### config.mk
export PLATFORM = sky130hd
export DESIGN_NAME = if_fetch
export DESIGN_NICKNAME = d
export VERILOG_FILES = /design/src/rtl/if_fetch_pkg.sv /design/src/rtl/if_fetch_fifo.sv /design/src/rtl/if_fetch.sv
export SDC_FILE = /design/constraint.sdc
export NUM_CORES = 1
export LEC_CHECK = 0
export CAP_MARGIN = 20
export CORE_MARGIN = 4
export CORE_UTILIZATION = 48
export CTS_CLUSTER_SIZE = 8
export DETAILED_ROUTE_END_ITERATION = 8
export PLACE_DENSITY = 0.81
export REMOVE_ABC_BUFFERS = 1
export SYNTH_ARGS = -nofsm -noshare
export SYNTH_HDL_FRONTEND = slang
export SYNTH_SLANG_ARGS = --single-unit
export TNS_END_PERCENT = 100
### constraint.sdc
create_clock -name clk -period 6.9 [get_ports clk]
set_input_delay 1.38 -clock clk [delete_from_list [all_inputs] [get_ports clk]]
set_output_delay 1.38 -clock clk [all_outputs]
set_load 0.1 [all_outputs]
### src/rtl/if_fetch_pkg.sv
// if_fetch_pkg: shared constants, FSM state encoding and small helpers for the
// instruction fetch unit and its buffers.
package if_fetch_pkg;

    localparam logic [31:0] INST_NOP  = 32'h0000_0013;
    localparam logic [31:0] ZERO_WORD = 32'h0000_0000;

    typedef enum logic [1:0] {
        S_IDLE  = 2'd0,
        S_FETCH = 2'd1,
        S_DRAIN = 2'd2
    } fetch_state_t;

    // One buffered response: the PC it was fetched from and the instruction word.
    typedef struct packed {
        logic [31:0] pc;
        logic [31:0] inst;
    } fetch_entry_t;

    // Clears the byte-offset bits so every fetch address is word aligned.
    function automatic logic [31:0] word_align(input logic [31:0] addr);
        return addr & 32'hFFFF_FFFC;
    endfunction

    function automatic logic is_misaligned(input logic [31:0] addr);
        return addr[1:0] != 2'b00;
    endfunction

endpackage

### src/rtl/if_fetch_fifo.sv
// if_fetch_fifo: small synchronous FIFO used for the response buffer and the
// issued-PC tracking queue. A clear wins over push and pop in the same cycle.
module if_fetch_fifo #(
    parameter int WIDTH = 64,
    parameter int DEPTH = 2,
    localparam int PTR_W = $clog2(DEPTH),
    localparam int CNT_W = PTR_W + 1
) (
    input  logic             clk,
    input  logic             rst,
    input  logic             push,
    input  logic             pop,
    input  logic             clr,
    input  logic [WIDTH-1:0] din,
    output logic [WIDTH-1:0] dout,
    output logic [CNT_W-1:0] count,
    output logic             empty,
    output logic             full
);

    logic [WIDTH-1:0] mem [DEPTH];
    logic [PTR_W-1:0] rd_ptr;
    logic [PTR_W-1:0] wr_ptr;
    logic             do_push;
    logic             do_pop;

    assign empty   = (count == '0);
    assign full    = (count == CNT_W'(DEPTH));
    assign do_pop  = pop && !empty;
    assign do_push = push && (!full || do_pop);
    assign dout    = mem[rd_ptr];

    // Pointer and occupancy bookkeeping; DEPTH is a power of two so pointers wrap naturally.
    always_ff @(posedge clk or posedge rst) begin
        if (rst) begin
            rd_ptr <= '0;
            wr_ptr <= '0;
            count  <= '0;
        end else if (clr) begin
            rd_ptr <= '0;
            wr_ptr <= '0;
            count  <= '0;
        end else begin
            if (do_push) wr_ptr <= wr_ptr + 1'b1;
            if (do_pop)  rd_ptr <= rd_ptr + 1'b1;
            case ({do_push, do_pop})
                2'b10:   count <= count + 1'b1;
                2'b01:   count <= count - 1'b1;
                default: count <= count;
            endcase
        end
    end

    // Storage array; contents are only meaningful while count says so, hence no reset.
    always_ff @(posedge clk) begin
        if (do_push && !clr) mem[wr_ptr] <= din;
    end

endmodule

### src/rtl/if_fetch.sv
// if_fetch: instruction fetch unit. Issues word reads over a req/gnt/rvalid bus,
// buffers responses with their PCs and hands them to decode with valid/ready.
// Redirects from EX flush the buffer and discard responses still in flight.
// Optional build macro IF_MISALIGN_CHK_EN: flags misaligned redirect targets on
// fetch_err_o (sticky until reset); without it fetch_err_o is tied low.
module if_fetch
    import if_fetch_pkg::*;
#(
    parameter logic [31:0] RESET_PC   = 32'h0000_0000,
    parameter int          FIFO_DEPTH = 2
) (
    input  logic        clk,
    input  logic        rst,
    output logic        mem_req_o,
    output logic [31:0] mem_addr_o,
    input  logic        mem_gnt_i,
    input  logic        mem_rvalid_i,
    input  logic [31:0] mem_rdata_i,
    output logic [31:0] inst_o,
    output logic [31:0] inst_addr_o,
    output logic        inst_valid_o,
    input  logic        inst_ready_i,
    input  logic        jump_en_i,
    input  logic [31:0] jump_addr_i,
    output logic        fetch_err_o
);

    localparam int             CNT_W     = $clog2(FIFO_DEPTH) + 1;
    localparam logic [CNT_W:0] DEPTH_EXT = (CNT_W + 1)'(FIFO_DEPTH);

    fetch_state_t     state;
    fetch_state_t     state_next;
    logic [31:0]      fetch_pc;
    logic [31:0]      fetch_pc_next;
    logic [CNT_W-1:0] drop_cnt;
    logic [CNT_W-1:0] drop_cnt_next;
    logic [CNT_W-1:0] pending;

    // The PC queue holds one entry per request still awaiting its response,
    // so its count is the outstanding-request counter.
    logic [CNT_W-1:0] outstanding;
    logic [CNT_W-1:0] buf_count;
    logic [CNT_W:0]   occupancy;
    logic             buf_empty;
    logic             buf_full;
    logic             pcq_empty;
    logic             pcq_full;
    logic [31:0]      pcq_dout;
    logic [63:0]      buf_dout;
    fetch_entry_t     head;

    logic issue;
    logic resp_accept;
    logic buf_pop;
    logic flush;

    // Only request when every in-flight response is guaranteed a buffer slot.
    assign occupancy   = {1'b0, outstanding} + {1'b0, buf_count};
    assign mem_req_o   = (state == S_FETCH) && (occupancy < DEPTH_EXT) && !pcq_full && !buf_full;
    assign mem_addr_o  = fetch_pc;
    assign issue       = mem_req_o && mem_gnt_i;
    assign flush       = jump_en_i;
    assign resp_accept = (state == S_FETCH) && mem_rvalid_i && !pcq_empty;
    assign buf_pop     = inst_valid_o && inst_ready_i;

    assign head         = fetch_entry_t'(buf_dout);
    assign inst_valid_o = !buf_empty;
    assign inst_o       = inst_valid_o ? head.inst : INST_NOP;
    assign inst_addr_o  = inst_valid_o ? head.pc   : ZERO_WORD;

    if_fetch_fifo #(.WIDTH(32), .DEPTH(FIFO_DEPTH)) u_pc_queue (
        .clk   (clk),
        .rst   (rst),
        .push  (issue),
        .pop   (resp_accept),
        .clr   (flush),
        .din   (mem_addr_o),
        .dout  (pcq_dout),
        .count (outstanding),
        .empty (pcq_empty),
        .full  (pcq_full)
    );

    if_fetch_fifo #(.WIDTH(64), .DEPTH(FIFO_DEPTH)) u_resp_buf (
        .clk   (clk),
        .rst   (rst),
        .push  (resp_accept),
        .pop   (buf_pop),
        .clr   (flush),
        .din   ({pcq_dout, mem_rdata_i}),
        .dout  (buf_dout),
        .count (buf_count),
        .empty (buf_empty),
        .full  (buf_full)
    );

    // Next-state logic: advance the PC on issue, redirect on jump, and drain
    // responses that belong to the abandoned path before fetching again.
    always_comb begin
        state_next    = state;
        fetch_pc_next = fetch_pc;
        drop_cnt_next = drop_cnt;
        // Requests still unanswered after this cycle; a response arriving in the
        // jump cycle is already consumed (and thrown away), so it is not waited for.
        pending       = outstanding + CNT_W'(issue) - CNT_W'(resp_accept);
        unique case (state)
            S_IDLE: begin
                state_next = S_FETCH;
                if (jump_en_i) fetch_pc_next = word_align(jump_addr_i);
            end
            S_FETCH: begin
                if (issue) fetch_pc_next = fetch_pc + 32'd4;
                if (jump_en_i) begin
                    fetch_pc_next = word_align(jump_addr_i);
                    drop_cnt_next = pending;
                    if (pending != '0) state_next = S_DRAIN;
                end
            end
            S_DRAIN: begin
                if (mem_rvalid_i) begin
                    drop_cnt_next = drop_cnt - 1'b1;
                    if (drop_cnt == CNT_W'(1)) state_next = S_FETCH;
                end
                if (jump_en_i) fetch_pc_next = word_align(jump_addr_i);
            end
            default: state_next = S_IDLE;
        endcase
    end

    // State, fetch PC and drop counter registers.
    always_ff @(posedge clk or posedge rst) begin
        if (rst) begin
            state    <= S_IDLE;
            fetch_pc <= RESET_PC;
            drop_cnt <= '0;
        end else begin
            state    <= state_next;
            fetch_pc <= fetch_pc_next;
            drop_cnt <= drop_cnt_next;
        end
    end

`ifdef IF_MISALIGN_CHK_EN
    // Sticky flag for any redirect whose target is not word aligned.
    always_ff @(posedge clk or posedge rst) begin
        if (rst) begin
            fetch_err_o <= 1'b0;
        end else if (jump_en_i && is_misaligned(jump_addr_i)) begin
            fetch_err_o <= 1'b1;
        end
    end
`else
    assign fetch_err_o = 1'b0;
`endif

endmodule
# == Word-level counts from Yosys, hierarchy flattened ==
# Memory sizes are Yosys's and may differ from the RTL's.
# Cells that the tools add are included.
# totals
wordCells,106
ff_bits,44
input_bits,70
out_inout_bits,99
mem_count,2
mem_bits_rw,192
# memory_table
name,words,width,read_ports,rd_ports_with_merged_regs,wr,line_no,text
u_resp_buf.mem,2,64,1,0,1,if_fetch_fifo.sv:21,logic [WIDTH-1:0] mem [DEPTH];
u_pc_queue.mem,2,32,1,0,1,if_fetch_fifo.sv:21,
# classes
mux,30
n_addsub,13
eq_ne,15
magnitude_cmp,1
n_reduce_logical,36
# ops
cell,n
2-to-1 mux 32 bit,5
one-hot mux 32 bit (2 select lines),1
"adder 32 x 3 -> 32 bit, second input constant",1
2-to-1 mux 2 bit,8
nonzero test 2 bit,7
logical AND 1 bit,13
2-to-1 mux 1 bit,12
one-hot mux 2 bit (2 select lines),3
"== test 2 bit, second input constant",5
"== test 2 x 1 -> 1 bit, second input constant",4
zero test 2 bit,3
"!= test 2 bit, second input constant",3
one-hot mux 2 bit (3 select lines),1
AND reduction 3 bit,2
nonzero test 3 bit,2
"subtractor 2 x 1 -> 2 bit, second input constant",3
zero test 1 bit,5
"adder 1 bit, second input constant",4
"adder 2 x 1 -> 2 bit, second input constant",2
"!= test 2 x 1 -> 1 bit, second input constant",2
AND reduction 4 bit,1
adder 2 x 2 -> 3 bit,1
"< comparator 3 x 2 -> 1 bit, second input constant",1
"!= test 3 bit, second input constant",1
4 further kinds,5

# == Depth between registers and ports, before layout ==
# depth
ltp_word,12
ltp_mapped,13
ltp_nobuf,11

# == Hierarchy ==
# A second synthesis with hierarchy kept.
# unflattened
cells_unflattened,713
hier_area_um2,10199.8
# by_module_without_submodules
module,n_inst,seq_area_each_um2,cells_each,area_per_inst_um2
if_fetch_fifo at u_resp_buf,1,3943.8,227,4888.4
if_fetch,1,850.8,358,2750.1
if_fetch_fifo at u_pc_queue,1,2021.9,128,2561.2

# == Least setup slack after synthesis ==
# No wires, ideal clock.
# synth_path
path_kind,input to register
start,input jump_en_i
end,"memory u_resp_buf.mem[0][0], enable pin"
setup_time_ps,635
path_stages,3
path_slack_ps,-1502
t_arrival_ps,7767
required_time_ps,6265
cell_sequence,clkbuf_1 clkbuf_1 nor4_1
# synth_via
elab_chain_cells,4
# synth_lines
element,line_no,text
"start, declared",if_fetch.sv:23,"input logic jump_en_i,"
zero test 1 bit,if_fetch_fifo.sv:56,if (do_push && !clr) mem[wr_ptr] <= din;
logical AND 1 bit,if_fetch_fifo.sv:56,
2-to-1 mux 1 bit,if_fetch_fifo.sv:56,
2-to-1 mux 1 bit (not written as such),if_fetch_fifo.sv:56,
"end, declared",if_fetch_fifo.sv:21,
# Every way passes these cells.

# == Worst setup path after layout ==
# layout_path
start,register u_resp_buf.rd_ptr
end,output inst_addr_o[26]
# layout_via
elab_chain_cells,2
# layout_lines
element,line_no,text
"start, declared",if_fetch_fifo.sv:22,logic [PTR_W-1:0] rd_ptr;
"start signal, assigned",if_fetch_fifo.sv:45,if (do_pop) rd_ptr <= rd_ptr + 1'b1;
memory read (2 x 64 bit),n/a,
2-to-1 mux 32 bit,if_fetch.sv:69,assign inst_addr_o = inst_valid_o ? head.pc : ZERO_WORD;
"end, declared",if_fetch.sv:20,"output logic [31:0] inst_addr_o,"
# Every way passes these cells.

==> results.md <==
- During synthesis, Yosys emitted a total of 0 warnings.
- Clock-pin slew was measured on the worst setup and hold paths at 50 ps.
- The initial utilization of the core area, before any placement, comes to 0.488.
- The global route total overflow is 0.
- The wire length of the first global-routing pass is 33400 µm.
- The internal power is 3.21 mW.
- Summed over all layers, the routed wires come to about 21000 µm.
- The die is between 100 and 150 µm tall.
- The share of total power dissipated in the clock network is 0.274.
- The worst-case IR drop observed on VDD is 0.000357 V.
- The worst setup timing slack at the placement stage is 2160 ps.
- In the final design database the tool counted 930 nets.
- Setup slack on the critical path of the routed design comes to 2050 ps.
- The worst hold-check slack is 549 ps.
- Yosys mapped a number of flops with a built-in enable equal to 184.
- From left edge to right edge, the die measures 149 µm.
- After detailed placement, the total cell area comes to between 10000 and 15000 µm².
- The share of flip-flops with an asynchronous set or reset after synthesis is 0.186.
- Of the cells placed in the final design, the portion with a size suffix greater than 1 is 0.0999.
- The max-cap check violation count is 0.
- Subtracting the final worst setup slack from the clock period gives 4850 ps.
- For this block, the via count after detailed routing is 6312.
- The average wire length per cell after detail routing is approximately 19 µm.
- The floorplan step defined a die boundary enclosing 22100 µm².
- In this run, the number of DRC markers left after iteration 0 of detailed routing was 324.
- The required time at the endpoint of the critical path is between 5000 and 6000 ps.
- Dividing the final minimum period by the clock period gives 0.703.
- The CTS H-tree depth is 2.
- The clock latency at the later pin of the worst-skew pair is between 400 and 500 ps.
- Once the clock tree was built, the resizer swapped 0 gates to a different size.
- Entering global routing, the biggest net connects 63 pins.
- The final number of hold-violating endpoints is 0.
- The area of the core is 19500 µm².
- The worst max-slew margin expressed relative to the limit is 0.262.
- For this design the total switching power over the nets is 2.28 mW.
- Clock tree synthesis selected as its root buffer the cell sky130_fd_sc_hd__clkbuf_16.
- The final instance area is 12400 µm².
- The share of total power dissipated in combinational logic is 0.362.
- The total power per unit cell area is 443 nW/µm².
- In the layout the commonest cells are 184 x sky130_fd_sc_hd__edfxtp_1, 161 x sky130_fd_sc_hd__clkdlybuf4s50_1, 84 x sky130_fd_sc_hd__nor2_1.
- For this design the top-level I/O count stands at 169.
- The post-synthesis sequential element count is 226.
- For this run, design rule violations remaining after detail routing come to 0.
- Dividing the synthesized area by the synthesized cell count gives 13.8 µm².
- Setup repair after global routing left no endpoint under its margin.
- At the end of the flow the core is filled with cells to 0.637.
- The cell taking the most area after synthesis is sky130_fd_sc_hd__edfxtp_1.
- The share of synthesized area in the top cell type comes to 0.582.
- The aggregate global-route resource usage is 0.191.
- TritonCTS built the clock tree.
- The number of CTS-inserted buffers is 34.
- At the pin with the least slew margin, the transition time is 1100 ps.
- The worst setup path is of the reg -> out kind.
- The leading cell type in the layout, fill and taps excluded is sky130_fd_sc_hd__edfxtp_1.
- Row generation in the floorplan step produced 51 rows.
- Yosys mapped the design onto 52 distinct sky130hd cell types.
- The number of max-slew violations in the final report came to 0.
- After clock tree synthesis, the flow added hold-fix buffers numbering 0.
- The area of the mapped netlist is 9490 µm².
- Timing would allow up to 206 MHz.
- The routability-driven placement congestion ratio is around 0.80.
- The maximum fanout encountered on the critical timing path is 34.
- The run finished with clean final reports.
- The worst setup skew after layout is 19.7 ps.
- STA classifies the critical path startpoint as a flip-flop.
- The diode insertion count for antenna repair is 0.
- The layout overhead on the synthesized area is 30.6%.
- The total number of clock tree sinks is between 200 and 250.
- Setup violations remaining at the end of the flow were counted as 0.
- The via count of the first global-routing pass is 6425.
- STA classifies the critical path endpoint as a primary output.
- The number of fillers in the final layout is 1443.
- The setup fix buffers added after clock tree synthesis is 0.
- The leakage power of the design is 4.15 nW.
- Data arrives at the worst endpoint at 3470 ps.
- The predominant post-synthesis flop cell is sky130_fd_sc_hd__edfxtp_1.
- The power share of the sequential group is 0.364.
- The half-perimeter wire length after placement is 13400 µm.
- Of the synthesized area, sequential elements account for 0.693.
- The initial antenna violation count was 1.
- The cell count after synthesis came out at approximately 690.
- After synthesis, the cell types taking the most area are sky130_fd_sc_hd__edfxtp_1 58%, sky130_fd_sc_hd__dfrtp_1 11%, sky130_fd_sc_hd__mux2i_1 7.0%, sky130_fd_sc_hd__mux2_2 3.6%, sky130_fd_sc_hd__nor2_1 3.4%.
- After detailed routing, the number of vias per cell comes to roughly 5.5.
- Of the total power, the share spent switching nets is 0.416.
- The count of TritonRoute iterations in the first routing pass is 5.
- Once detail routing completed, the nets flagged for antenna violations numbered 0.
- The worst hold path belongs to the class reg -> reg.
- Buffers placed on the I/O ports in this run total approximately 160.
- The clock passes through at most 3 buffers.
power by group through the flow:
| stage | logic, mW | clock network (mW) | registers, mW |
|---|---|---|---|
| 6_report | 1.99 | 1.51 | 2.00 |
| 5_1_grt | 2.08 | 1.60 | 2.03 |
| 3_3_place_gp | 1.96 | 0 | 2.00 |
| 3_5_place_dp | 1.99 | 0 | 2.02 |
| 4_1_cts | 2.00 | 1.54 | 1.99 |
| 2_1_floorplan | 0.857 | 0 | 2.59 |
sequential cells by signal (all words and copies together), names as in the netlist:
signal             count
u_resp_buf.mem       124
u_pc_queue.mem        60
mem_addr_o            30
drop_cnt               2
state                  2
u_pc_queue.count       2
u_resp_buf.count       2
u_pc_queue.rd_ptr      1
u_pc_queue.wr_ptr      1
u_resp_buf.rd_ptr      1
u_resp_buf.wr_ptr      1
per-layer routing:
metal	part of all wire	GRT usage
met4	0.022	0.0684
met1	0.41	0.238
met5	0.00075	0
met3	0.066	0.0405
met2	0.50	0.332
cell families (layout without fill, tap and decap cells):
family / count (synthesis) / count (layout) / share of synthesized area
xor+xnor: 8 / 8 / 0.00738
fa+ha+maj: 5 / 5 / 0.00738
flops: 226 / 226 / 0.693
mux: 96 / 96 / 0.105
compound gates: 118 / 118 / 0.0756
other cells: 1 / 5 / 0.000395
buf+inv: 54 / 245 / 0.0241
simple gates: 178 / 178 / 0.0872
cell usage after synthesis, types with 4 or more instances:
master and count:
sky130_fd_sc_hd__nor4_1 4, sky130_fd_sc_hd__nor3_1 4, sky130_fd_sc_hd__o21ai_0 21, sky130_fd_sc_hd__a2bb2oi_1 8
sky130_fd_sc_hd__mux2i_1 66, sky130_fd_sc_hd__edfxtp_1 184, sky130_fd_sc_hd__nand2_1 35, sky130_fd_sc_hd__nand3_1 17
sky130_fd_sc_hd__nor2_1 87, sky130_fd_sc_hd__nand4_1 10, sky130_fd_sc_hd__inv_1 13, sky130_fd_sc_hd__buf_2 5
sky130_fd_sc_hd__ha_1 4, sky130_fd_sc_hd__mux2_2 30, sky130_fd_sc_hd__xnor2_1 6, sky130_fd_sc_hd__buf_4 5
sky130_fd_sc_hd__buf_1 11, sky130_fd_sc_hd__a21oi_1 47, sky130_fd_sc_hd__dfrtp_1 42, sky130_fd_sc_hd__o22ai_1 14
sky130_fd_sc_hd__clkbuf_1 19
layout make-up:
type                    count  area [µm²]  area share
inverters                  13        48.8     0.00394
clock buffers              59         966      0.0779
clock inverters             3        41.3     0.00333
multi-input cells         410        2740       0.221
well taps                 265         332      0.0267
flip-flops and latches    226        6580       0.531
repair buffers            170        1690       0.136
through the flow:
| stage | power (mW) | instances | TNS, ps |
|---|---|---|---|
| 2_1_floorplan | 3.45 | 649 | -94610 |
| 3_3_place_gp | 3.96 | 1084 | 0 |
| 3_5_place_dp | 4.01 | 1084 | 0 |
| 4_1_cts | 5.52 | 1146 | 0 |
| 5_1_grt | 5.71 | 1146 | 0 |
| 6_report | 5.49 | 1146 | 0 |
final timing paths:
kind	from	to	slack [ps]	cells after the start
min in group asynchronous	rst	u_resp_buf.count[1]	1350	3
max reg2reg	u_resp_buf.count[0]	u_pc_queue.mem[0][2]	3640	6
min reg2reg	mem_addr_o[31]	u_pc_queue.mem[0][31]	550	0
min	mem_addr_o[31]	u_pc_queue.mem[0][31]	550	0
max	u_resp_buf.rd_ptr	inst_addr_o[26]	2050	4
max in group asynchronous	rst	u_resp_buf.rd_ptr	5090	3
critical path: stages (launching register included):
cell	delay (ps)
sky130_fd_sc_hd__dfrtp_4	800
sky130_fd_sc_hd__buf_4	620
sky130_fd_sc_hd__mux2i_1	170
sky130_fd_sc_hd__nor2_1	210
sky130_fd_sc_hd__clkdlybuf4s50_1	1180
(Power assumes the default switching activity.)
